[src/rtl/xm_decode_pkg.sv]
// Shared decode types for the X-Makina decode stage: operation classes, ALU blocks, opcodes, constants.
// Latency: n/a (types and pure functions only).
// Backpressure: n/a.
package xm_decode_pkg;

    // Instruction class as seen by the control FSM
    typedef enum logic [2:0] {
        OP_BL   = 3'd0,
        OP_BRC  = 3'd1,
        OP_ALU  = 3'd2,
        OP_LD   = 3'd3,
        OP_STR  = 3'd4,
        OP_LDR  = 3'd5,
        OP_ST   = 3'd6,
        OP_MOVI = 3'd7
    } op_e;

    // ALU functional unit selector
    typedef enum logic [1:0] {
        BLK_ARITH = 2'd0,
        BLK_LOGIC = 2'd1,
        BLK_SHIFT = 2'd2,
        BLK_MOVE  = 2'd3
    } alu_blk_e;

    // ALU opcodes, inst[11:8]
    localparam logic [3:0] OPC_ADD  = 4'b0000;
    localparam logic [3:0] OPC_ADDC = 4'b0001;
    localparam logic [3:0] OPC_SUB  = 4'b0010;
    localparam logic [3:0] OPC_SUBC = 4'b0011;
    localparam logic [3:0] OPC_DADD = 4'b0100;
    localparam logic [3:0] OPC_CMP  = 4'b0101;
    localparam logic [3:0] OPC_XOR  = 4'b0110;
    localparam logic [3:0] OPC_AND  = 4'b0111;
    localparam logic [3:0] OPC_BIT  = 4'b1000;
    localparam logic [3:0] OPC_BIC  = 4'b1001;
    localparam logic [3:0] OPC_BIS  = 4'b1010;
    localparam logic [3:0] OPC_MOV  = 4'b1011;
    localparam logic [3:0] OPC_SWAP = 4'b1100;
    localparam logic [3:0] OPC_SHFT = 4'b1101;
    localparam logic [3:0] OPC_RSVD = 4'b1110;
    localparam logic [3:0] OPC_BYTE = 4'b1111;

    // Full decoded bundle, registered as one word at the top level
    typedef struct packed {
        op_e         operation;
        logic        byte_inst;
        logic        src_op_type;
        logic [2:0]  src_op;
        logic [2:0]  dst_op;
        alu_blk_e    alu_block_sel;
        logic [1:0]  alu_block_func;
        logic        alu_no_wb;
        logic [1:0]  imm_mov_wb;
        logic [2:0]  branch_cond;
        logic [15:0] imm_val;
        logic [15:0] addr_offset;
        logic [15:0] branch_offset;
    } dec_bundle_t;

    // Constant generator table indexed by the 3-bit source field
    function automatic logic [15:0] const_val(input logic [2:0] idx);
        logic [15:0] v;
        v = 16'h0000;
        case (idx)
            3'd0: v = 16'h0000;
            3'd1: v = 16'h0001;
            3'd2: v = 16'h0002;
            3'd3: v = 16'h0004;
            3'd4: v = 16'h0008;
            3'd5: v = 16'h0010;
            3'd6: v = 16'h0020;
            3'd7: v = 16'hFFFF;
            default: v = 16'h0000;
        endcase
        return v;
    endfunction

endpackage

[src/rtl/inst_field_decode.sv]
// Combinational split of one 16-bit instruction into the decode bundle; fields unused by a class stay 0.
// Latency: 0 cycles (pure combinational).
// Backpressure: none; output follows inst_data continuously.
module inst_field_decode
    import xm_decode_pkg::*;
(
    input  logic [15:0]  inst_data,
    output dec_bundle_t  dec
);

    logic [3:0] opc;
    logic [7:0] mov_byte;

    // Class detection, then per-class field extraction
    always_comb begin
        dec      = '0;
        opc      = inst_data[11:8];
        mov_byte = inst_data[10:3];

        if (inst_data[15:13] == 3'b000) begin
            dec.operation     = OP_BL;
            dec.branch_offset = {{2{inst_data[12]}}, inst_data[12:0], 1'b0};
        end else if (inst_data[15:13] == 3'b001) begin
            dec.operation     = OP_BRC;
            dec.branch_cond   = inst_data[12:10];
            dec.branch_offset = {{5{inst_data[9]}}, inst_data[9:0], 1'b0};
        end else if (inst_data[15:12] == 4'b0100) begin
            dec.operation   = OP_ALU;
            dec.byte_inst   = inst_data[6];
            dec.src_op_type = inst_data[7];
            dec.src_op      = inst_data[5:3];
            dec.dst_op      = inst_data[2:0];
            case (opc)
                OPC_ADD:  begin dec.alu_block_sel = BLK_ARITH; dec.alu_block_func = 2'd0; end
                OPC_ADDC: begin dec.alu_block_sel = BLK_ARITH; dec.alu_block_func = 2'd2; end
                OPC_SUB:  begin dec.alu_block_sel = BLK_ARITH; dec.alu_block_func = 2'd1; end
                OPC_SUBC: begin dec.alu_block_sel = BLK_ARITH; dec.alu_block_func = 2'd3; end
                OPC_DADD: begin dec.alu_block_sel = BLK_SHIFT; dec.alu_block_func = 2'd2; end
                OPC_CMP:  begin
                    dec.alu_block_sel  = BLK_ARITH;
                    dec.alu_block_func = 2'd1;
                    dec.alu_no_wb      = 1'b1;
                end
                OPC_XOR:  begin dec.alu_block_sel = BLK_LOGIC; dec.alu_block_func = 2'd0; end
                OPC_AND:  begin dec.alu_block_sel = BLK_LOGIC; dec.alu_block_func = 2'd1; end
                OPC_BIT:  begin
                    dec.alu_block_sel  = BLK_LOGIC;
                    dec.alu_block_func = 2'd1;
                    dec.alu_no_wb      = 1'b1;
                end
                OPC_BIC:  begin dec.alu_block_sel = BLK_LOGIC; dec.alu_block_func = 2'd2; end
                OPC_BIS:  begin dec.alu_block_sel = BLK_LOGIC; dec.alu_block_func = 2'd3; end
                OPC_MOV:  begin dec.alu_block_sel = BLK_MOVE;  dec.alu_block_func = 2'd0; end
                OPC_SWAP: begin dec.alu_block_sel = BLK_MOVE;  dec.alu_block_func = 2'd1; end
                OPC_SHFT: begin
                    // Single-operand shifts reuse inst[7] as the sub-opcode, not a constant flag
                    dec.alu_block_sel  = BLK_SHIFT;
                    dec.alu_block_func = inst_data[7] ? 2'd1 : 2'd0;
                    dec.src_op_type    = 1'b0;
                end
                OPC_BYTE: begin
                    dec.alu_block_sel  = BLK_MOVE;
                    dec.alu_block_func = inst_data[7] ? 2'd2 : 2'd3;
                    dec.src_op_type    = 1'b0;
                end
                default: begin
                    // Reserved opcode executes as a NOP: no result is written back
                    dec.alu_block_sel  = BLK_ARITH;
                    dec.alu_block_func = 2'd0;
                    dec.alu_no_wb      = 1'b1;
                end
            endcase
            if (dec.src_op_type) begin
                dec.imm_val = const_val(dec.src_op);
            end
        end else if (inst_data[15:11] == 5'b01010) begin
            dec.operation = OP_LD;
            dec.byte_inst = inst_data[6];
            dec.src_op    = inst_data[5:3];
            dec.dst_op    = inst_data[2:0];
        end else if (inst_data[15:11] == 5'b01011) begin
            // Register-indirect store carries no offset; inst[10:7] are ignored
            dec.operation = OP_ST;
            dec.byte_inst = inst_data[6];
            dec.src_op    = inst_data[5:3];
            dec.dst_op    = inst_data[2:0];
        end else if (inst_data[15:13] == 3'b011) begin
            dec.operation  = OP_MOVI;
            dec.imm_mov_wb = inst_data[12:11];
            dec.dst_op     = inst_data[2:0];
            case (inst_data[12:11])
                2'b00:   dec.imm_val = {8'h00, mov_byte};
                2'b01:   dec.imm_val = {8'h00, mov_byte};
                2'b10:   dec.imm_val = {8'hFF, mov_byte};
                default: dec.imm_val = {mov_byte, 8'h00};
            endcase
        end else begin
            // Relative load/store: inst[15]=1, inst[14] picks store (1) or load (0)
            dec.operation   = inst_data[14] ? OP_STR : OP_LDR;
            dec.byte_inst   = inst_data[6];
            dec.src_op      = inst_data[5:3];
            dec.dst_op      = inst_data[2:0];
            dec.addr_offset = {{9{inst_data[13]}}, inst_data[13:7]};
        end
    end

endmodule

[src/rtl/instruction_decoder_unit.sv]
// Decode stage: registers the combinational field decode of inst_data for the control FSM.
// Latency: 1 cycle from inst_data to outputs when en is high.
// Backpressure: none; en low holds the registered bundle unchanged.
module instruction_decoder_unit
    import xm_decode_pkg::*;
(
    input  logic        clk,
    input  logic        reset,
    input  logic        en,
    input  logic [15:0] inst_data,
    output logic [2:0]  operation,
    output logic        byte_inst,
    output logic        src_op_type,
    output logic [2:0]  src_op,
    output logic [2:0]  dst_op,
    output logic [1:0]  alu_block_sel,
    output logic [1:0]  alu_block_func,
    output logic        alu_no_wb,
    output logic [1:0]  imm_mov_wb,
    output logic [2:0]  branch_cond,
    output logic [15:0] imm_val,
    output logic [15:0] addr_offset,
    output logic [15:0] branch_offset
);

    dec_bundle_t dec_w;
    dec_bundle_t bundle_d;
    dec_bundle_t bundle_q;

    inst_field_decode u_field_decode (
        .inst_data (inst_data),
        .dec       (dec_w)
    );

    // Load a fresh decode only when enabled, otherwise hold
    always_comb begin
        bundle_d = bundle_q;
        if (en) begin
            bundle_d = dec_w;
        end
    end

    // Output register stage, cleared asynchronously
    always_ff @(posedge clk or negedge reset) begin
        if (!reset) begin
            bundle_q <= '0;
        end else begin
            bundle_q <= bundle_d;
        end
    end

    assign operation      = bundle_q.operation;
    assign byte_inst      = bundle_q.byte_inst;
    assign src_op_type    = bundle_q.src_op_type;
    assign src_op         = bundle_q.src_op;
    assign dst_op         = bundle_q.dst_op;
    assign alu_block_sel  = bundle_q.alu_block_sel;
    assign alu_block_func = bundle_q.alu_block_func;
    assign alu_no_wb      = bundle_q.alu_no_wb;
    assign imm_mov_wb     = bundle_q.imm_mov_wb;
    assign branch_cond    = bundle_q.branch_cond;
    assign imm_val        = bundle_q.imm_val;
    assign addr_offset    = bundle_q.addr_offset;
    assign branch_offset  = bundle_q.branch_offset;

endmodule

[config.mk]
export PLATFORM = sky130hd
export DESIGN_NAME = instruction_decoder_unit
export DESIGN_NICKNAME = d
export VERILOG_FILES = /design/src/rtl/xm_decode_pkg.sv /design/src/rtl/inst_field_decode.sv /design/src/rtl/instruction_decoder_unit.sv
export SDC_FILE = /design/constraint.sdc
export NUM_CORES = 1
export LEC_CHECK = 0
export CAP_MARGIN = 40
export CELL_PAD_IN_SITES_DETAIL_PLACEMENT = 1
export CELL_PAD_IN_SITES_GLOBAL_PLACEMENT = 2
export CORE_UTILIZATION = 31
export DETAILED_ROUTE_END_ITERATION = 12
export HOLD_SLACK_MARGIN = 0.06
export PLACE_DENSITY_LB_ADDON = 0.1
export RECOVER_POWER = 50
export SETUP_SLACK_MARGIN = 0.1
export SLEW_MARGIN = 20
export SYNTH_ARGS = -nofsm -noshare
export SYNTH_HDL_FRONTEND = slang
export SYNTH_SLANG_ARGS = --single-unit
[constraint.sdc]
create_clock -name clk -period 1.7 [get_ports clk]
set_input_delay 0.17 -clock clk [delete_from_list [all_inputs] [get_ports clk]]
set_output_delay 0.17 -clock clk [all_outputs]
set_load 0.01 [all_outputs]
* After elaboration in Yosys (flattened, before gate mapping) *
Memories as Yosys holds them, arrays and structs flattened.
Cells that the tools add are included.

operators by class
  equal/unequal tests = 21
  reductions and logical operators = 8
  muxes and demuxes = 40

operators by type and width
  cell                  count
  $mux W16              7
  $mux W32              3
  $mux W50              1
  $pmux W4 S12          1
  $pmux W16 S2          1
  $eq A4 B4 Y1 const B  7
  $eq A4 B3 Y1 const B  5
  $mux W6               3
  $mux W15              1
  $mux W3               5
  $reduce_or A13 Y1     1
  $mux W4               3
  $eq A5 B4 Y1 const B  2
  $mux W1               10
  $eq A4 B2 Y1 const B  2
  $mux W2               4
  $reduce_or A2 Y1      4
  $mux W5               1
  $eq A4 B1 Y1 const B  1
  $logic_not A4 Y1      1
  $eq A3 B1 Y1 const B  1
  $eq A3 B2 Y1 const B  1
  $logic_not A3 Y1      1
  $eq A2 B1 Y1 const B  1
  other kinds (2)       2

word-level totals
  flip-flop bits (word level) = 69
  memories kept = 1
  bits in read-only memories = 128
  bits of input ports = 19

memory list
  name             words  width  rd ports  clocked after memory_dff  write ports  line                 RTL
  (no name shown)  8      16     1         0                         0            xm_decode_pkg.sv:65  case (idx)

* Longest topological paths before layout *
  word-level depth = 10
  depth in mapped cells = 5
  gate-level depth less buffers = 4

* Modules after synthesis *
A second synthesis with hierarchy kept.

second synthesis, totals
  cell total of the unflattened synthesis = 280
  area, all modules = 3437.0 um^2

by module, submodules not included
  module                    cells an instance  area an instance (um^2)  times used
  instruction_decoder_unit  146                2603.7                   1
  inst_field_decode         134                833.3                    1

* Worst setup path before layout *
Ideal clock, no wire load.

  kind = input port to flip-flop
  from = input port inst_data[13]
  to = register bundle_q (netlist bit imm_val[13])
  library setup time = 0.091 ns
  cell stages on the path = 5
  slack = 0.479 ns
  arrival = 1.130 ns
  cells stage by stage = buf_6 > nor4b_4 > nand4_4 > buf_6 > o221ai_1

on the way
  word-level cells in the longest chain between the ends = 7
  elaborated cells between the ends (all ways) = 12
  those cells by class = eq/ne: 5; mux: 6; reduce/logical: 1

RTL lines
  what                  line                            RTL
  from (decl)           instruction_decoder_unit.sv:10  input logic [15:0] inst_data,
  $eq A3 B2 Y1          inst_field_decode.sv:87         end else if (inst_data[15:13] == 3'b011) begin
  $mux W16              inst_field_decode.sv:87
  $mux W32              inst_field_decode.sv:81         end else if (inst_data[15:11] == 5'b01011) begin
  $mux W32              inst_field_decode.sv:76         end else if (inst_data[15:11] == 5'b01010) begin
  $mux W16              inst_field_decode.sv:27         end else if (inst_data[15:12] == 4'b0100) begin
  $mux W32              inst_field_decode.sv:23         end else if (inst_data[15:13] == 3'b001) begin
  $mux W50 *            inst_field_decode.sv:20         if (inst_data[15:13] == 3'b000) begin
  to (signal assigned)  instruction_decoder_unit.sv:48  bundle_q <= bundle_d;
  to (decl)             instruction_decoder_unit.sv:28  dec_bundle_t bundle_q;

Every way passes the cells marked *; elsewhere a longest branch is shown, timed or not.
A chain may end at the register's enable or synchronous reset.

* Worst setup path after layout *
  from = input port inst_data[13]
  to = register bundle_q (netlist bit imm_val[9])

Same word-level chain as after synthesis.

==> impl_summary.txt <==
----------------------------------------------------
[Timing]
  Final setup violation count ... 0
  Highest attainable clock frequency ... 644 MHz
  Transition time of the tightest slew-check pin ... 1.06 ns
  Least setup slack across all paths after layout ... 0.147 ns
  Hold slack ... 0.347 ns
  Final hold violation count ... 0
  Post-layout min period ... 1.55 ns
  Fin. max-slew vios ... 0
  Headroom to the max-slew limit ... 0.295
  Skew final ... 0 ns
  Part of the cycle the worst path needs ... 0.913
  Unrepaired setup endpoints after global routing ... false

[Layout]
  Most common library cell in the layout ignoring fill and taps ... clkdlybuf4s50_1
  Number of standard cells in the layout, taps in and fillers out ... 498
  Area of all placed cells without fillers ... 0.00405 sq mm
  Highest-count cells in the layout ignoring fill and taps ... clkdlybuf4s50_1, dfrtp_1, inv_1, o22ai_1
  Layout overhead on the synthesized area ... 38.2%
  Final nets ... 404
  Ant. Diodes ... 0
  Layout cell share with drive strength beyond 1 ... 0.142
  Final-layout fill cell count ... 1,072

[Detailed routing]
  Number of vias in the routed layout ... 2,453
  Sum of routed wire length over all layers ... 7930 um
  Drc violations ... 0
  Post-detailed-route via-to-cell ratio ... 4.93
  Iter 0 DRT Violations ... 73
  Count of nets left with antenna violations after detail routing ... 0
  Drt pass-1 iters ... 6
  Wire length per cell ... 15.9 um

[Worst setup path]
  Reg-to-reg setup timing slack ... 0.78 ns
  Reg2reg path depth ... 3
  Sort of element at the start of the critical path ... primary input
  Reg2reg end ... imm_val[4]$_DFFE_PN0P_
  Critical path arrival ... 1.79 ns
  Buffer and inverter count on the worst path ... 2
  Worst path slowest cell ... dlygate4sd3_1
  Chain of cells forming the critical path ... dlygate4sd3_1, nor4b_4, buf_4, nand4_4, o221ai_1
  Worst endpoint required time ... 1.94 ns
  Worst setup path category ... primary input to flip-flop
  Cell class contributing the biggest share of worst-path delay ... buffers and inverters
  Setup crit end kind ... flip-flop
  Worst flop-to-flop path startpoint ... imm_val[4]$_DFFE_PN0P_
  Slowest cell delay on critical path ... 0.61 ns
  Peak fanout along the critical path ... 17

[CTS]
  Clock latency on the worst-skew pair ... 0.33 ns
  Setup Fix Bufs, Post-CTS ... 0
  TritonCTS clock tree ... built
  Number of levels in the clock H-tree ... 3
  Clock root buffer ... clkbuf_8
  Buffers from clock root to sink, at most ... 2
  Number of buffers inserted during clock tree synthesis ... 9
  Clock-pin slew reported for the worst setup and hold paths after clock tree synthesis ... 0.07 ns
  Sink Count ... 57

[GRT]
  Remaining global-route overflow ... 0
  Initial antenna violation count ... 0
  Wire length of the first global-routing pass ... 13,200 um
  Aggregate global-route resource usage ... 0.174
  Vias in the first global route ... 2,492
  Pin count of the biggest net entering global routing ... 42

[Synthesis]
  Post-synth EDFFs ... 0
  Syn Inst Count ... 295
  Sequential element share of the synthesized area ... 0.487
  Async set-reset flop share out of synthesis ... 1.00
  Count of unique library cells instantiated by Yosys ... 46
  Number of register bits inferred by synthesis ... 57
  Post-synthesis cell area ... 0.00293 sq mm
  Ys Warns ... 0
  Most instantiated flip-flop cell in the synthesis netlist ... dfrtp_1
  Avg Cell Area, Syn ... 9.93 sq um
  Nets in the synthesized netlist ... 317

[Placement]
  Routability congestion estimate ... 0.766
  Worst slack at placement ... -0.105 ns
  Sum of net half-perimeters after detailed placement ... 5760 um
  Port Buf Inserts ... 86
  Count of placed standard cells including taps ... 481
  Placed standard-cell area ... 0.00383 sq mm

[Floorplanning]
  Area inside the core boundary ... 0.00920 sq mm
  Die Footprint ... 0.00985 sq mm
  Number of core rows ... 35
  Die Span Y ... 99.2 um
  Width of the die ... 99.2 um
  Starting density of the core ... 0.319
  Count of boundary I/O pins ... 88

[Power and ir drop]
  Cell leakage power ... 1.71 nW
  Worst IR Drop VDD ... 323 uV
  Total power per unit cell area ... 851 mW/mm^2
  Overall power consumption ... 3.45 mW

[Worst hold path]
  Endpoint of the worst hold-timing path ... imm_mov_wb[1]$_DFFE_PN0P_
  Min-Delay Startpoint ... en
  Hold path cells ... 3
  Class of the most critical hold timing path ... primary input to flip-flop

[Status]
  Run status ... finished, final reports clean

[Flow run]
  Number of maximum-capacitance constraint violations ... 0

----------------------------------------------------
[registers in the layout, summed over array words and instances, names as in the netlist]
signal          count
imm_val            16
alu_no_wb           1
branch_offset      13
imm_mov_wb          2
operation           3
alu_block_func      2
src_op_type         1
byte_inst           1
addr_offset         7
dst_op              3
src_op              3
alu_block_sel       2
branch_cond         3
[worst max-delay path by stage]
stage / depth (start not counted) / slack (ns) / start / endpoint
2_1_floorplan: 5 / 0.48 / inst_data[13] / imm_val[13]$_DFFE_PN0P_
3_3_place_gp: 5 / -0.02 / inst_data[15] / imm_val[0]$_DFFE_PN0P_
3_5_place_dp: 5 / -0.10 / inst_data[15] / imm_val[15]$_DFFE_PN0P_
4_1_cts: 1 / 0.16 / addr_offset[14]$_DFFE_PN0P_ / addr_offset[7]
5_1_grt: 5 / 0.06 / inst_data[13] / imm_val[15]$_DFFE_PN0P_
6_report: 5 / 0.15 / inst_data[13] / imm_val[9]$_DFFE_PN0P_
[power by group]
group | switching (mW) | internal (mW) | total [mW]
clock network | 0.558 | 0.794 | 1.35
registers | 0.0462 | 1.43 | 1.48
logic | 0.301 | 0.316 | 0.617
[per-stage QoR]
step	TNS, ns	util
floorplan	0	-
global placement	-0.189	0.417
detailed placement	-1.38	0.417
CTS	0	0.442
global route	0	0.440
finish	0	0.440
[worst reg2reg max path, stage by stage (launching register included)]
cell     delay [ns]
dfrtp_1        0.39
nor2b_1        0.14
a41oi_1        0.18
o21ai_1        0.09
[layer usage]
metal / part of all wire / GRT usage / routed length, um / up-vias
met4: 0.015 / 0.0679 / 117 / 0
met3: 0.040 / 0.0302 / 320 / 10
met2: 0.47 / 0.256 / 3690 / 71
met5: 0 / 0 / 0 / -
met1: 0.48 / 0.255 / 3800 / 1205
li1: - / - / - / 1167
[Yosys cell counts (2+ instances only)]
library cell / n / area share
clkbuf_8: 8 / 0.038
nor4bb_1: 2 / 0.0068
o221ai_1: 14 / 0.042
buf_2: 2 / 0.0034
clkbuf_1: 10 / 0.013
nor2_1: 9 / 0.012
buf_4: 15 / 0.038
ha_1: 3 / 0.013
nand2b_1: 10 / 0.021
o21ai_0: 12 / 0.020
nand2_1: 22 / 0.028
dfrtp_1: 57 / 0.49
a21oi_1: 4 / 0.0068
inv_1: 43 / 0.055
mux2i_1: 5 / 0.017
nand3_1: 9 / 0.015
o21ai_1: 3 / 0.0051
o32ai_1: 2 / 0.0060
xnor2_1: 2 / 0.0060
a41oi_1: 3 / 0.0090
nor2b_1: 7 / 0.015
nor3b_1: 2 / 0.0051
buf_6: 2 / 0.0077
or2b_2: 3 / 0.0090
o22ai_1: 25 / 0.053
[cell type report]
type / count / area (sq um) / area share
multi-input combinational: 157 / 1050 / 0.258
sequential: 57 / 1430 / 0.353
clock inverter: 4 / 50.0 / 0.0124
tap: 111 / 139 / 0.0343
timing repair buffer: 113 / 1060 / 0.261
clock buffer: 12 / 165 / 0.0408
inverter: 44 / 165 / 0.0408
[repair_timing]
action / CTS / global route
resized for setup: 1 / 0
hold buffers: 1 / 0
endpoints found under the hold margin: 16 / 0
setup endpoints to repair: 10 / 0
[logic make-up (layout without fill, tap and decap cells)]
kind of cell / count (synthesis) / in the layout / synth area share
buffers and inverters: 81 / 173 / 0.156
AOI/OAI and AO/OA: 73 / 73 / 0.173
and+or+nand+nor: 72 / 72 / 0.143
DFF: 57 / 57 / 0.487
muxes: 6 / 6 / 0.0209
adders and majority gates: 3 / 3 / 0.0128
xor gates and xnor gates: 2 / 2 / 0.00598
other: 1 / 1 / 0.00128
Note: power is estimated with default switching activity, not from simulation.
